## src/rtl/mem_wrb_stage.sv

```systemverilog
// MEM/WB pipeline register with writeback data select, single-shot register-file write,
// retired-instruction counting and halt sequencing.
module mem_wrb_stage #(
  parameter int unsigned WORD_W = 32,
  parameter int unsigned REG_AW = 5,
  parameter int unsigned CNT_W  = 32
) (
  input  logic              CLK,
  input  logic              RST,
  input  logic              enable,
  input  logic              flush,
  input  logic              valid_in,
  input  logic              halt_in,
  input  logic              jALin,
  input  logic              lUIin,
  input  logic              memtoReg_in,
  input  logic              regwr_in,
  input  logic [WORD_W-1:0] pcplusfour_in,
  input  logic [WORD_W-1:0] alu_portOut_in,
  input  logic [WORD_W-1:0] data_from_mem_in,
  input  logic [15:0]       imm_addr_for_lui_in,
  input  logic [REG_AW-1:0] dest_reg_in,
  output logic              rf_WEN,
  output logic [REG_AW-1:0] rf_wsel,
  output logic [WORD_W-1:0] rf_wdat,
  output logic              wb_valid,
  output logic              wb_halt,
  output logic [CNT_W-1:0]  retired_count
);

  typedef enum logic [1:0] {StRun, StDrain, StHalted} state_e;

  state_e              state_q;
  logic                valid_q, halt_q, jal_q, lui_q, memtoreg_q, regwr_q, written_q;
  logic [WORD_W-1:0]   pc4_q, alu_q, mem_q;
  logic [15:0]         imm_q;
  logic [REG_AW-1:0]   dest_q;
  logic [CNT_W-1:0]    cnt_q;
  logic                retire;

  // An instruction retires in the first cycle it is visible and not yet marked written.
  assign retire = (state_q == StRun) && valid_q && !written_q;

  always_comb begin
    rf_wdat = alu_q;
    if (jal_q) begin
      rf_wdat = pc4_q;
    end else if (lui_q) begin
      rf_wdat = {imm_q, 16'h0000};
    end else if (memtoreg_q) begin
      rf_wdat = mem_q;
    end
  end

  assign rf_WEN        = retire && regwr_q && !halt_q && (dest_q != '0);
  assign rf_wsel       = dest_q;
  assign wb_valid      = valid_q;
  assign wb_halt       = (state_q == StHalted);
  assign retired_count = cnt_q;

  always_ff @(posedge CLK) begin
    if (RST) begin
      state_q    <= StRun;
      valid_q    <= 1'b0;
      halt_q     <= 1'b0;
      jal_q      <= 1'b0;
      lui_q      <= 1'b0;
      memtoreg_q <= 1'b0;
      regwr_q    <= 1'b0;
      written_q  <= 1'b0;
      pc4_q      <= '0;
      alu_q      <= '0;
      mem_q      <= '0;
      imm_q      <= '0;
      dest_q     <= '0;
      cnt_q      <= '0;
    end else begin
      unique case (state_q)
        StRun: begin
          if (retire && (cnt_q != '1)) begin
            cnt_q <= cnt_q + 1'b1;
          end
          if (retire && halt_q) begin
            state_q <= StDrain;
          end
          if (flush) begin
            valid_q   <= 1'b0;
            regwr_q   <= 1'b0;
            halt_q    <= 1'b0;
            written_q <= 1'b0;
          end else if (enable) begin
            valid_q    <= valid_in;
            halt_q     <= halt_in;
            jal_q      <= jALin;
            lui_q      <= lUIin;
            memtoreg_q <= memtoReg_in;
            regwr_q    <= regwr_in;
            pc4_q      <= pcplusfour_in;
            alu_q      <= alu_portOut_in;
            mem_q      <= data_from_mem_in;
            imm_q      <= imm_addr_for_lui_in;
            dest_q     <= dest_reg_in;
            written_q  <= 1'b0;
          end else begin
            written_q <= written_q | retire;
          end
        end
        StDrain:  state_q <= StHalted;
        StHalted: state_q <= StHalted;
        default:  state_q <= StRun;
      endcase
    end
  end

endmodule
```

## config.mk

```make
export PLATFORM = sky130hd
export DESIGN_NAME = mem_wrb_stage
export DESIGN_NICKNAME = d
export VERILOG_FILES = /design/src/rtl/mem_wrb_stage.sv
export SDC_FILE = /design/constraint.sdc
export NUM_CORES = 1
export LEC_CHECK = 0
export CAP_MARGIN = 10
export CELL_PAD_IN_SITES_DETAIL_PLACEMENT = 1
export CELL_PAD_IN_SITES_GLOBAL_PLACEMENT = 2
export CORE_MARGIN = 2
export CORE_UTILIZATION = 24
export DETAILED_ROUTE_END_ITERATION = 6
export GPL_ROUTABILITY_DRIVEN = 0
export PLACE_DENSITY = 0.79
export SLEW_MARGIN = 25
export SYNTH_ARGS = -nofsm -noshare
export SYNTH_HDL_FRONTEND = slang
export SYNTH_SLANG_ARGS = --single-unit
```

## constraint.sdc

```tcl
create_clock -name CLK -period 2.1 [get_ports CLK]
set_clock_uncertainty 0.1 [all_clocks]
set_input_delay 0.42 -clock CLK [delete_from_list [all_inputs] [get_ports CLK]]
set_output_delay 0.42 -clock CLK [all_outputs]
set_load 0.01 [all_outputs]
```

After elaboration in Yosys (flattened, before gate mapping)
Index checks and enable logic that the tools add are counted.
{"block": "op_classes", "n_eq_ne": 4, "bitwise_logic": 2, "reduce_logical": 16, "n_mux": 13, "add_sub_neg": 1}
{"cell": "32-bit two-way mux", "n": 3}
{"cell": "32-bit by 1-bit adder with 32-bit output, second input constant", "n": 1}
{"cell": "32-bit != test, second input constant", "n": 1}
{"cell": "1-bit two-way mux", "n": 8}
{"cell": "1-bit logical AND", "n": 7}
{"cell": "5-bit nonzero test", "n": 1}
{"cell": "2-bit case mux with 2 select lines", "n": 1}
{"cell": "2-bit AND reduction", "n": 2}
{"cell": "3-bit AND reduction", "n": 1}
{"cell": "2-bit by 1-bit equality test with 1-bit output, second input constant", "n": 1}
{"cell": "2-bit equality test, second input constant", "n": 1}
{"cell": "1-bit logical NOT", "n": 2}
{"cell": "2-bit logical NOT", "n": 1}
{"cell": "2-bit two-way mux", "n": 1}
{"cell": "2-bit by 1-bit != test with 1-bit output, second input constant", "n": 1}
{"cell": "2-bit nonzero test", "n": 1}
{"cell": "2-bit OR reduction", "n": 1}
{"cell": "1-bit NOT", "n": 1}
{"cell": "1-bit bitwise OR", "n": 1}
{"block": "totals", "input_bits": 127, "out_inout_bits": 72, "register_bits": 158, "word_cells": 50}

Depth between registers and ports, before layout
Gate-level depths: netlist of run 1.
{"block": "logic_depth", "word_depth": 6, "mapped_depth": 8, "mapped_depth_nobuf": 7}

Least setup slack after synthesis of run 1
OpenSTA, ideal clock, no wires.
{"block": "synth_path", "kind": "reg-to-reg", "from": "reg cnt_q[24] (netlist: retired_count[24])", "to": "reg cnt_q[6] (netlist: retired_count[6])", "path_stages_with_launch": 8, "n_path_buf": 2, "period_less_slack_ps": 2371, "t_arrival_ps": 2150, "setup_time_ps": 121, "t_required_ps": 1879, "slack_ps": -271, "path_cell_list": "dfxtp_1 -> nand4_2 -> or4_1 -> buf_2 -> nor4b_4 -> buf_6 -> nor4_2 -> mux2_4"}
{"block": "synth_via", "elab_chain_len": 3}
{"item": "start: declaration", "line": "38", "source": "logic [CNT_W-1:0] cnt_q;"}
{"item": "start signal: assignment", "line": "81", "source": "cnt_q <= cnt_q + 1'b1;"}
{"item": "32-bit != test", "line": "80", "source": "if (retire && (cnt_q != '1)) begin"}
{"item": "1-bit logical AND", "line": "80"}
{"item": "2-bit AND reduction (no line)"}
Every way passes these cells.
A chain may end at the register's enable or synchronous reset.

Worst setup path after layout of run 1
{"block": "layout_path", "from": "reg memtoreg_q", "to": "out rf_wdat[29]"}
{"block": "layout_via", "elab_chain_len": 3}
{"item": "start: declaration", "line": "34", "source": "logic valid_q, halt_q, jal_q, lui_q, memtoreg_q, regwr_q, written_q;"}
{"item": "start signal: assignment", "line": "96", "source": "memtoreg_q <= memtoReg_in;"}
{"item": "32-bit two-way mux", "line": "50", "source": "end else if (memtoreg_q) begin"}
{"item": "32-bit two-way mux", "line": "48", "source": "end else if (lui_q) begin"}
{"item": "32-bit two-way mux", "line": "46", "source": "if (jal_q) begin"}
{"item": "end: declaration", "line": "25", "source": "output logic [WORD_W-1:0] rf_wdat,"}
Every way passes these cells.

==> results of run 1 <==
## cells in the mapped netlist, types with 5 or more instances
cell	instances
a21oi_1	155
and3_1	5
clkbuf_1	61
dfxtp_1	158
inv_1	5
mux2i_1	34
nand2_1	285
nand3_1	16
nand4_1	11
nor2_1	34
o21ai_0	35
o21ai_1	5
o31ai_1	14
or3_1	6
or4_1	19
## cells by family after synthesis
logic type	Yosys count	share of synthesized area (%)
AOI/OAI and AO/OA	223	17.4
xor gates and xnor gates	5	0.631
adders and majority gates	4	0.722
buffers and inverters	73	4.38
DFF	158	45.6
muxes	38	5.61
and+or+nand+nor	403	25.7
## area by class of cell
type	instances	area [um^2]
fillers	3417	17600
multi-input cells	673	3720
flip-flops and latches	158	3220
repair buffers	305	2930
well taps	384	480
clock buffers	17	425
clock inverters	15	170
inverters	5	18.8
diodes	3	7.51
## worst paths after layout
kind / depth (start not counted) / slack (ps) / end / startpoint
hold / removal: 2 / 320 / halt_q / RST
setup / recovery: 7 / -100 / rf_wdat[29] / memtoreg_q
setup reg to reg: 9 / 10 / retired_count[14] / state_q[1]
hold reg to reg: 2 / 350 / pc4_q[27] / pc4_q[27]
## placed cells by master, fill, tap and decap left out, types with 4 or more instances in the layout
master and count:
and3_1 4, nand3_2 6, o21ai_1 24, nor2b_1 4, buf_2 32, dfxtp_4 9
nand2_1 284, mux2i_2 6, o21ai_2 9, clkbuf_16 17, clkdlybuf4s50_1 163, or3_1 6
dfxtp_1 130, buf_4 82, nand4_1 11, o31ai_1 14, dfxtp_2 19, buf_12 20
a21oi_1 146, o21ai_0 7, or4_1 16, nand3_1 9, mux2i_1 27, nor2_1 33
inv_8 4, a21oi_2 13, xor2_1 4
## worst max-delay path, cell delays in order, from the launching register on
cell	delay, ps
dfxtp_4	380
buf_12	140
buf_4	120
mux2i_1	110
nor2_1	130
a21oi_2	50
o21ai_2	160
buf_2	160
## power by group
group / switching, mW / total [mW] / leakage [nW] / internal, mW
clock: 1.48 / 3.18 / 0.292 / 1.70
combinational: 0.952 / 1.82 / 2.44 / 0.871
sequential: 0.150 / 3.38 / 1.30 / 3.23
total: 2.58 / 8.38 / 4.03 / 5.80
## repair_timing
item,4_1_cts,5_1_grt
buffers inserted,13,10
endpoints found under the hold margin,0,0
gates resized for setup,180,63
pin swaps,7,21
gates cloned,2,0
endpoints found under the setup margin,41,62
## routing by layer
metal / wire [um] / up-vias
met3: 1360 / 23
met5: 11 / -
met2: 12800 / 141
met1: 11700 / 3467
li1: - / 3603
met4: 329 / 2
## registers in the layout, indices dropped and copies added, names as in the netlist
signal / cells
regwr_q: 1
imm_q: 16
state_q: 2
retired_count: 32
written_q: 1
memtoreg_q: 1
jal_q: 1
mem_q: 32
halt_q: 1
alu_q: 32
wb_valid: 1
pc4_q: 32
lui_q: 1
rf_wsel: 5
## through the flow
stage | setup slack (ps) | utilization, % | cell area, um^2 | TNS, ps | total power, mW
final | -100 | 38.4 | 11000 | -1080 | 8.38
after floorplan | -56.4 | - | 6990 | -56.4 | 4.25
after detailed placement | -99.1 | 34.9 | 9960 | -753 | 5.19
after global placement | -97.8 | 34.9 | 9960 | -575 | 5.16
after global routing | -217 | 38.4 | 11000 | -3800 | 8.83
after CTS | -138 | 37.4 | 10700 | -1620 | 8.46
==> flow_metrics.py, run 1 <==
metrics = {
    "status": {
        "outcome": "complete, but fails checks",
        "violations": "negative setup slack",
    },
    "clock_network": {
        "ctsHoldBuffers": 0,
        "clkSinkCount": 158,
        "worst_skew_pair.late_latency_ps": 430,
        "cts_made_buffers": 17,
        "tritoncts": "done",
        "ctsLongestPathBuffers": 2,
        "cts.root.buffer_cell": "clkbuf_16",
        "cts.clk_slew.worst_paths_ps": 70,
        "ctsHtreeMaxLevel": 4,
    },
    "synthesis": {
        "synth_enable_flop_cells": 0,
        "synth-warning-count": 0,
        "netlist_area_um2": 6940,
        "synth-async-reset-ratio_pct": 0,
        "synthDominantCellAreaShare_pct": 45.6,
        "postSynthCellCount": 904,
        "cell_variety_after_synth": 47,
        "postSynthAreaPerCell_um2": 7.67,
        "yosys-top-cells-area": "dfxtp_1 (46%), nand2_1 (15%), a21oi_1 (11%)",
        "syn-num-nets": 1035,
        "ys_dominant_reg_cell": "dfxtp_1",
        "synth.yosys.seq_area_share_pct": 45.6,
        "synth.ff_latch_count": 158,
        "yosysTopAreaCell": "dfxtp_1",
    },
    "worst_hold_path": {
        "hold_path.class": "input pin to flop",
    },
    "sta": {
        "final_period_minus_worst_setup_slack_ps": 2200,
        "final-max-slew-violation-count": 0,
        "clock.fmax_mhz": 454,
        "slew_headroom_pct": 68.9,
        "worst_pin_slew_ps": 467,
        "rsz0062_at_grt": "true",
        "finalHoldViolations": 0,
        "final-setup-viol-count": 18,
        "final.setup.worst_slack_ps": -100,
        "smallest_hold_slack_ps": 323,
        "finalCritPeriodShare_pct": 105,
    },
    "worst_setup_path": {
        "largest_fanout_on_the_critical_path": 5,
        "worstSetupEndpointType": "output pin",
        "path_class": "flop to output pin",
        "crit_path_start_kind": "flop",
        "cp_data_arrival_time_ps": 1680,
        "crit_required_ps": 1580,
    },
    "power_and_ir_drop": {
        "powerDensity_nw_per_um2": 764,
        "power.leakage_nw": 4.03,
        "ir_drop_uv": 417,
    },
    "floorplan": {
        "area_of_the_die_um2": 30300,
        "die_h_um": 174,
        "num_rows": 62,
        "floorplan.initialDensity_pct": 24.3,
        "area_of_the_core_region_um2": 28500,
        "floorplan.io_pins": 199,
        "die-width_um": 174,
    },
    "global_routing": {
        "first_global_vias": 7687,
        "number_of_antenna_violations_at_the_first_check_in_global_routing": 4,
        "global_route.usage.total_pct": 17.3,
        "first_pass_grt_wire_length_um": 41700,
        "overflow": 0,
        "gr-max-usage-layer": "met2",
        "grt_max_degree": 58,
        "gr-usage-met2_pct": 29.5,
        "grt.met3_usage_pct": 4.79,
        "grt.met1_usage_pct": 21.6,
    },
    "drt": {
        "vias_per_cell": 4.64,
        "drc_viols": 0,
        "wirelength_um": 26300,
        "routedWlPerCell_um": 16.8,
        "drt-initial-drc-count": 320,
        "detailroute.via_count": 7236,
        "drtPass1Iterations": 5,
        "antenna_left": 0,
    },
    "place": {
        "dp_hpwl_um": 18300,
        "post-place-cells": 1501,
        "count_of_port_buffers_added_during_placement": 198,
    },
    "layout": {
        "fin_nets": 1291,
        "drive_gt1_share_pct": 22.3,
        "area_growth_pct": 58.2,
        "instances_no_fill": 1560,
    },
    "job": {
        "drv_cap": 0,
    },
}
(Power assumes the default switching activity.)
==> run 2, diff against run 1 <==
CORE_ASPECT_RATIO = 1.1   (was unset)
PLACE_DENSITY = unset   (was 0.79)
PLACE_DENSITY_LB_ADDON = 0.12   (was unset)
==> run 2 against run 1 <==
  * The flow still finishes with violations (negative setup slack)
  * Final cell count fell by 1.3%
  * Clock power decreased by 4%
  * Register-to-register slack gained 20 ps
  * Utilization decreased by 0.14 points
  * Global-route usage fell by 0.15 points
  * Combinational power about the same
  * Wire length is 0.14% lower
  * Via count decreased by 1.6%
  * First-iteration DRC count grew 0.31%
  * Total power is 1.6% lower
  * Largest cell class unchanged
  * Largest power group unchanged
  * Highest routed layer unchanged
==> flow_metrics.py, run 2 (synthesis results as in run 1) <==
metrics = {
    "sta": {
        "final-setup-viol-count": 21,
        "worst_pin_slew_ps": 493,
        "finalSetupTns_ps": -875,
        "final.setup.worst_slack_ps": -125,
        "slew_headroom_pct": 66.8,
        "final-max-slew-violation-count": 0,
        "rsz0062_at_grt": "true",
        "final_period_minus_worst_setup_slack_ps": 2230,
        "smallest_hold_slack_ps": 231,
        "clock.fmax_mhz": 449,
        "finalHoldViolations": 0,
        "finalCritPeriodShare_pct": 106,
    },
    "worst_setup_path": {
        "crit_buf_inv": 4,
        "crit_required_ps": 1580,
        "cp_data_arrival_time_ps": 1710,
        "crit_path_start_kind": "flop",
        "path_class": "flop to output pin",
        "ff2ff_setup_slack_ps": 30,
        "timing.critical_path.slowest_stage_cell": "dfxtp_4",
        "top_family_by_delay_on_critical_path": "buffers and inverters",
        "largest_fanout_on_the_critical_path": 5,
        "critPathMaxStageDelay_ps": 390,
        "worstSetupEndpointType": "output pin",
        "crit_path_cell_trace": "buf_12 > buf_16 > buf_4 > mux2i_1 > o21ai_1 > buf_2",
    },
    "floorplan": {
        "floorplan.initialDensity_pct": 24.3,
        "die_h_um": 182,
        "area_of_the_die_um2": 30300,
        "num_rows": 65,
        "die-width_um": 166,
        "floorplan.io_pins": 199,
        "area_of_the_core_region_um2": 28500,
    },
    "drt": {
        "vias_per_cell": 4.62,
        "antenna_left": 0,
        "wirelength_um": 26200,
        "detailroute.via_count": 7120,
        "routedWlPerCell_um": 17.0,
        "drtPass1Iterations": 4,
        "drc_viols": 0,
        "drt-initial-drc-count": 321,
    },
    "clock_network": {
        "ctsHoldBuffers": 0,
        "worst_skew_pair.late_latency_ps": 430,
        "cts.root.buffer_cell": "clkbuf_16",
        "ctsHtreeMaxLevel": 4,
        "ctsLongestPathBuffers": 2,
        "clkSinkCount": 158,
        "cts.clk_slew.worst_paths_ps": 80,
        "tritoncts": "done",
        "cts_made_buffers": 17,
    },
    "layout": {
        "layout.cells.most_common_list": "nand2_1 (284), clkdlybuf4s50_1 (163), a21oi_1 (150), dfxtp_1 (133), buf_4 (75)",
        "drive_gt1_share_pct": 21.8,
        "layout_commonest_cell": "nand2_1",
        "area_growth_pct": 57.6,
        "fin_nets": 1288,
        "instances_no_fill": 1540,
        "final_design_area_no_fill_um2": 10900,
    },
    "global_routing": {
        "number_of_antenna_violations_at_the_first_check_in_global_routing": 5,
        "grt_max_degree": 65,
        "overflow": 0,
        "first_global_vias": 7218,
        "first_pass_grt_wire_length_um": 41100,
        "global_route.usage.total_pct": 17.2,
    },
    "power_and_ir_drop": {
        "powerDensity_nw_per_um2": 755,
        "ir_drop_uv": 398,
        "power.leakage_nw": 3.98,
        "power_mw": 8.25,
    },
    "worst_hold_path": {
        "hold_path.class": "input pin to flop",
    },
    "job": {
        "drv_cap": 0,
    },
    "place": {
        "post-place-cells": 1482,
        "place_area_um2": 9890,
        "dp_hpwl_um": 17600,
        "count_of_port_buffers_added_during_placement": 198,
    },
    "status": {
        "outcome": "complete, but fails checks",
        "violations": "negative setup slack",
    },
}
-- run 2: cell count changes in the layout (fill, tap and decap cells not counted), sizes merged --
cell | before | now
clkinvlp | 1 | 2
inv | 13 | 12
clkinv | 5 | 3
buf | 139 | 137
clkbuf | 18 | 19
bufbuf | 1 | 0
-- run 2: layer usage --
| layer | track usage, % | share of wire [%] |
|---|---|---|
| met1 | 22.6 | 47 |
| met2 | 28.0 | 47 |
| met3 | 3.62 | 3.5 |
| met4 | 5.81 | 1.7 |
| met5 | 0 | 0.061 |
-- run 2: worst paths after layout --
kind,start,endpoint,cells past startpoint
min reg2reg,pc4_q[19],pc4_q[19],2
max reg2reg,retired_count[28],retired_count[6],6
max,memtoreg_q,rf_wdat[13],6
min,RST,retired_count[13],2
-- run 2: stage by stage --
step,util (%),worst slack (ps)
2_1_floorplan,-,-56.4
4_1_cts,37.6,-168
3_3_place_gp,34.7,-178
6_report,38.3,-125
5_1_grt,38.3,-228
3_5_place_dp,34.7,-180
-- run 2: layout make-up --
type,instances,area (um^2)
antenna,3,7.51
clock buffer,18,429
clock inverter,13,129
fill,3417,17600
inverter,5,18.8
multi-input combinational,673,3780
sequential,158,3220
tap,368,460
timing repair buffer,302,2890
-- run 2: timing repair --
action | in CTS | in global routing
gates cloned | 4 | 1
pin swaps | 10 | 30
gates resized for setup | 211 | 50
setup endpoints to repair | 42 | 63
buffers inserted | 13 | 10
endpoints found under the hold margin | 0 | 0
-- run 2: where the power goes --
part           leakage, nW  switching (mW)  internal [mW]
clock                0.270            1.39           1.66
sequential            1.30           0.156           3.23
combinational         2.41           0.964          0.852
total                 3.98            2.51           5.74
==> run 3, diff against run 2 <==
CORE_MARGIN = unset   (was 2)
==> run 3 against run 2 <==
  * Clock power rose by 3%
  * Die area shrank 2.3%
  * Utilization rose by 0.26 points
  * Final cell count is 0.97% lower
  * Largest power group unchanged
  * Non-clock buffer count decreased by 8
  * The run still ends with negative setup slack left
  * Sequential cell count unchanged
  * Wire length decreased by 2.5%
  * Worst setup slack gained 30 ps
  * Register-to-register slack better by 40 ps
  * Critical path depth fell by 3
==> flow_metrics.py, run 3 (synthesis results as in run 1) <==
metrics = {
    "status": {
        "outcome": "complete, but fails checks",
        "violations": "negative setup slack",
    },
    "layout": {
        "drive_gt1_share_pct": 20.2,
        "final_design_area_no_fill_um2": 10800,
        "area_growth_pct": 56.2,
        "instances_no_fill": 1525,
        "layout_commonest_cell": "nand2_1",
        "fin_nets": 1280,
        "utilization_pct": 38.6,
        "layout.cells.most_common_list": "nand2_1 (284), clkdlybuf4s50_1 (163), a21oi_1 (153), dfxtp_1 (137), buf_4 (72)",
    },
    "sta": {
        "final.setup.worst_slack_ps": -94.9,
        "finalHoldViolations": 0,
        "worst_pin_slew_ps": 470,
        "final-setup-viol-count": 9,
        "finalSetupTns_ps": -166,
        "slew_headroom_pct": 68.3,
        "rsz0062_at_grt": "true",
        "final_period_minus_worst_setup_slack_ps": 2190,
        "final-max-slew-violation-count": 0,
        "clock.fmax_mhz": 456,
        "finalCritPeriodShare_pct": 105,
    },
    "clock_network": {
        "clkSinkCount": 158,
        "cts.root.buffer_cell": "clkbuf_16",
        "worst_skew_pair.late_latency_ps": 430,
        "ctsLongestPathBuffers": 2,
        "ctsHtreeMaxLevel": 4,
        "cts.clk_slew.worst_paths_ps": 80,
        "cts_made_buffers": 17,
        "tritoncts": "done",
        "ctsHoldBuffers": 0,
    },
    "power_and_ir_drop": {
        "power.leakage_nw": 3.97,
        "powerDensity_nw_per_um2": 769,
        "ir_drop_uv": 431,
        "power_mw": 8.33,
    },
    "global_routing": {
        "first_pass_grt_wire_length_um": 40000,
        "first_global_vias": 7281,
        "overflow": 0,
        "grt_max_degree": 60,
        "global_route.usage.total_pct": 17.3,
        "number_of_antenna_violations_at_the_first_check_in_global_routing": 3,
    },
    "worst_setup_path": {
        "worstSetupEndpointType": "output pin",
        "worst_setup_path_startpoint": "rf_wsel[2]",
        "crit_path_start_kind": "flop",
        "path_class": "flop to output pin",
        "crit_required_ps": 1580,
        "cp_data_arrival_time_ps": 1670,
        "largest_fanout_on_the_critical_path": 2,
        "worstReg2RegStart": "retired_count[22]",
    },
    "drt": {
        "drc_viols": 0,
        "wirelength_um": 25600,
        "routedWlPerCell_um": 16.8,
        "detailroute.via_count": 7112,
        "antenna_left": 0,
        "drtPass1Iterations": 4,
        "vias_per_cell": 4.66,
        "drt-initial-drc-count": 237,
    },
    "floorplan": {
        "die-width_um": 164,
        "area_of_the_core_region_um2": 28100,
        "num_rows": 64,
        "floorplan.io_pins": 199,
        "area_of_the_die_um2": 29600,
        "die_h_um": 180,
        "floorplan.initialDensity_pct": 24.7,
    },
    "place": {
        "count_of_port_buffers_added_during_placement": 198,
        "post-place-cells": 1487,
        "dp_hpwl_um": 18000,
        "place_area_um2": 10000,
    },
    "worst_hold_path": {
        "hold_path.class": "input pin to flop",
        "hold_path.startpoint": "RST",
    },
    "job": {
        "drv_cap": 0,
    },
}
## run 3: cell count changes in the layout (fill, tap and decap cells not counted), sizes merged
cell,change
buf,-7
diode,-2
bufinv,+1
clkbuf,-1
clkinv,+1
clkinvlp,-1
inv,-1
## run 3: routing by layer
layer / vias to the layer above / routed length (um) / track usage (%)
li1: 3574 / - / -
met1: 3401 / 12000 / 22.4
met2: 117 / 12400 / 29.4
met3: 16 / 933 / 3.34
met4: 4 / 174 / 3.78
met5: - / 27 / 0
## run 3: cell type report
| cell class | instances | area (um^2) |
|---|---|---|
| fill | 3340 | 17300 |
| multi-input combinational | 673 | 3760 |
| sequential | 158 | 3210 |
| timing repair buffer | 294 | 2810 |
| tap | 363 | 454 |
| clock buffer | 18 | 429 |
| clock inverter | 13 | 154 |
| inverter | 5 | 18.8 |
| antenna | 1 | 2.50 |
## run 3: where the power goes
group / switching [mW] / leakage, nW / internal [mW]
sequential: 0.150 / 1.30 / 3.23
clock: 1.37 / 0.284 / 1.78
combinational: 0.950 / 2.39 / 0.852
## run 3: what timing repair did
action                     4_1_cts  5_1_grt
gates resized for setup        194       47
setup endpoints to repair       55       54
buffers inserted                 4        3
cloned                           2        0
pin swaps                        7       14
## run 3: worst max-delay path, stage by stage (launching register included)
cell and delay [ps]:
dfxtp_1 310, or4_4 550, o2111a_1 260, buf_2 140
## run 3: path summary, 6_finish.rpt
check | endpoint | slack (ps) | depth (start not counted)
max | rf_WEN | -90 | 3
min | retired_count[8] | 240 | 2
min reg2reg | mem_q[31] | 360 | 2
max reg2reg | retired_count[8] | 70 | 7
## run 3: through the flow
step / hold slack (ps) / worst slack, ps
floorplan: 336 / -56.4
global placement: 342 / -89.6
detailed placement: 347 / -114
CTS: 232 / -142
global route: 238 / -153
finish: 236 / -94.9
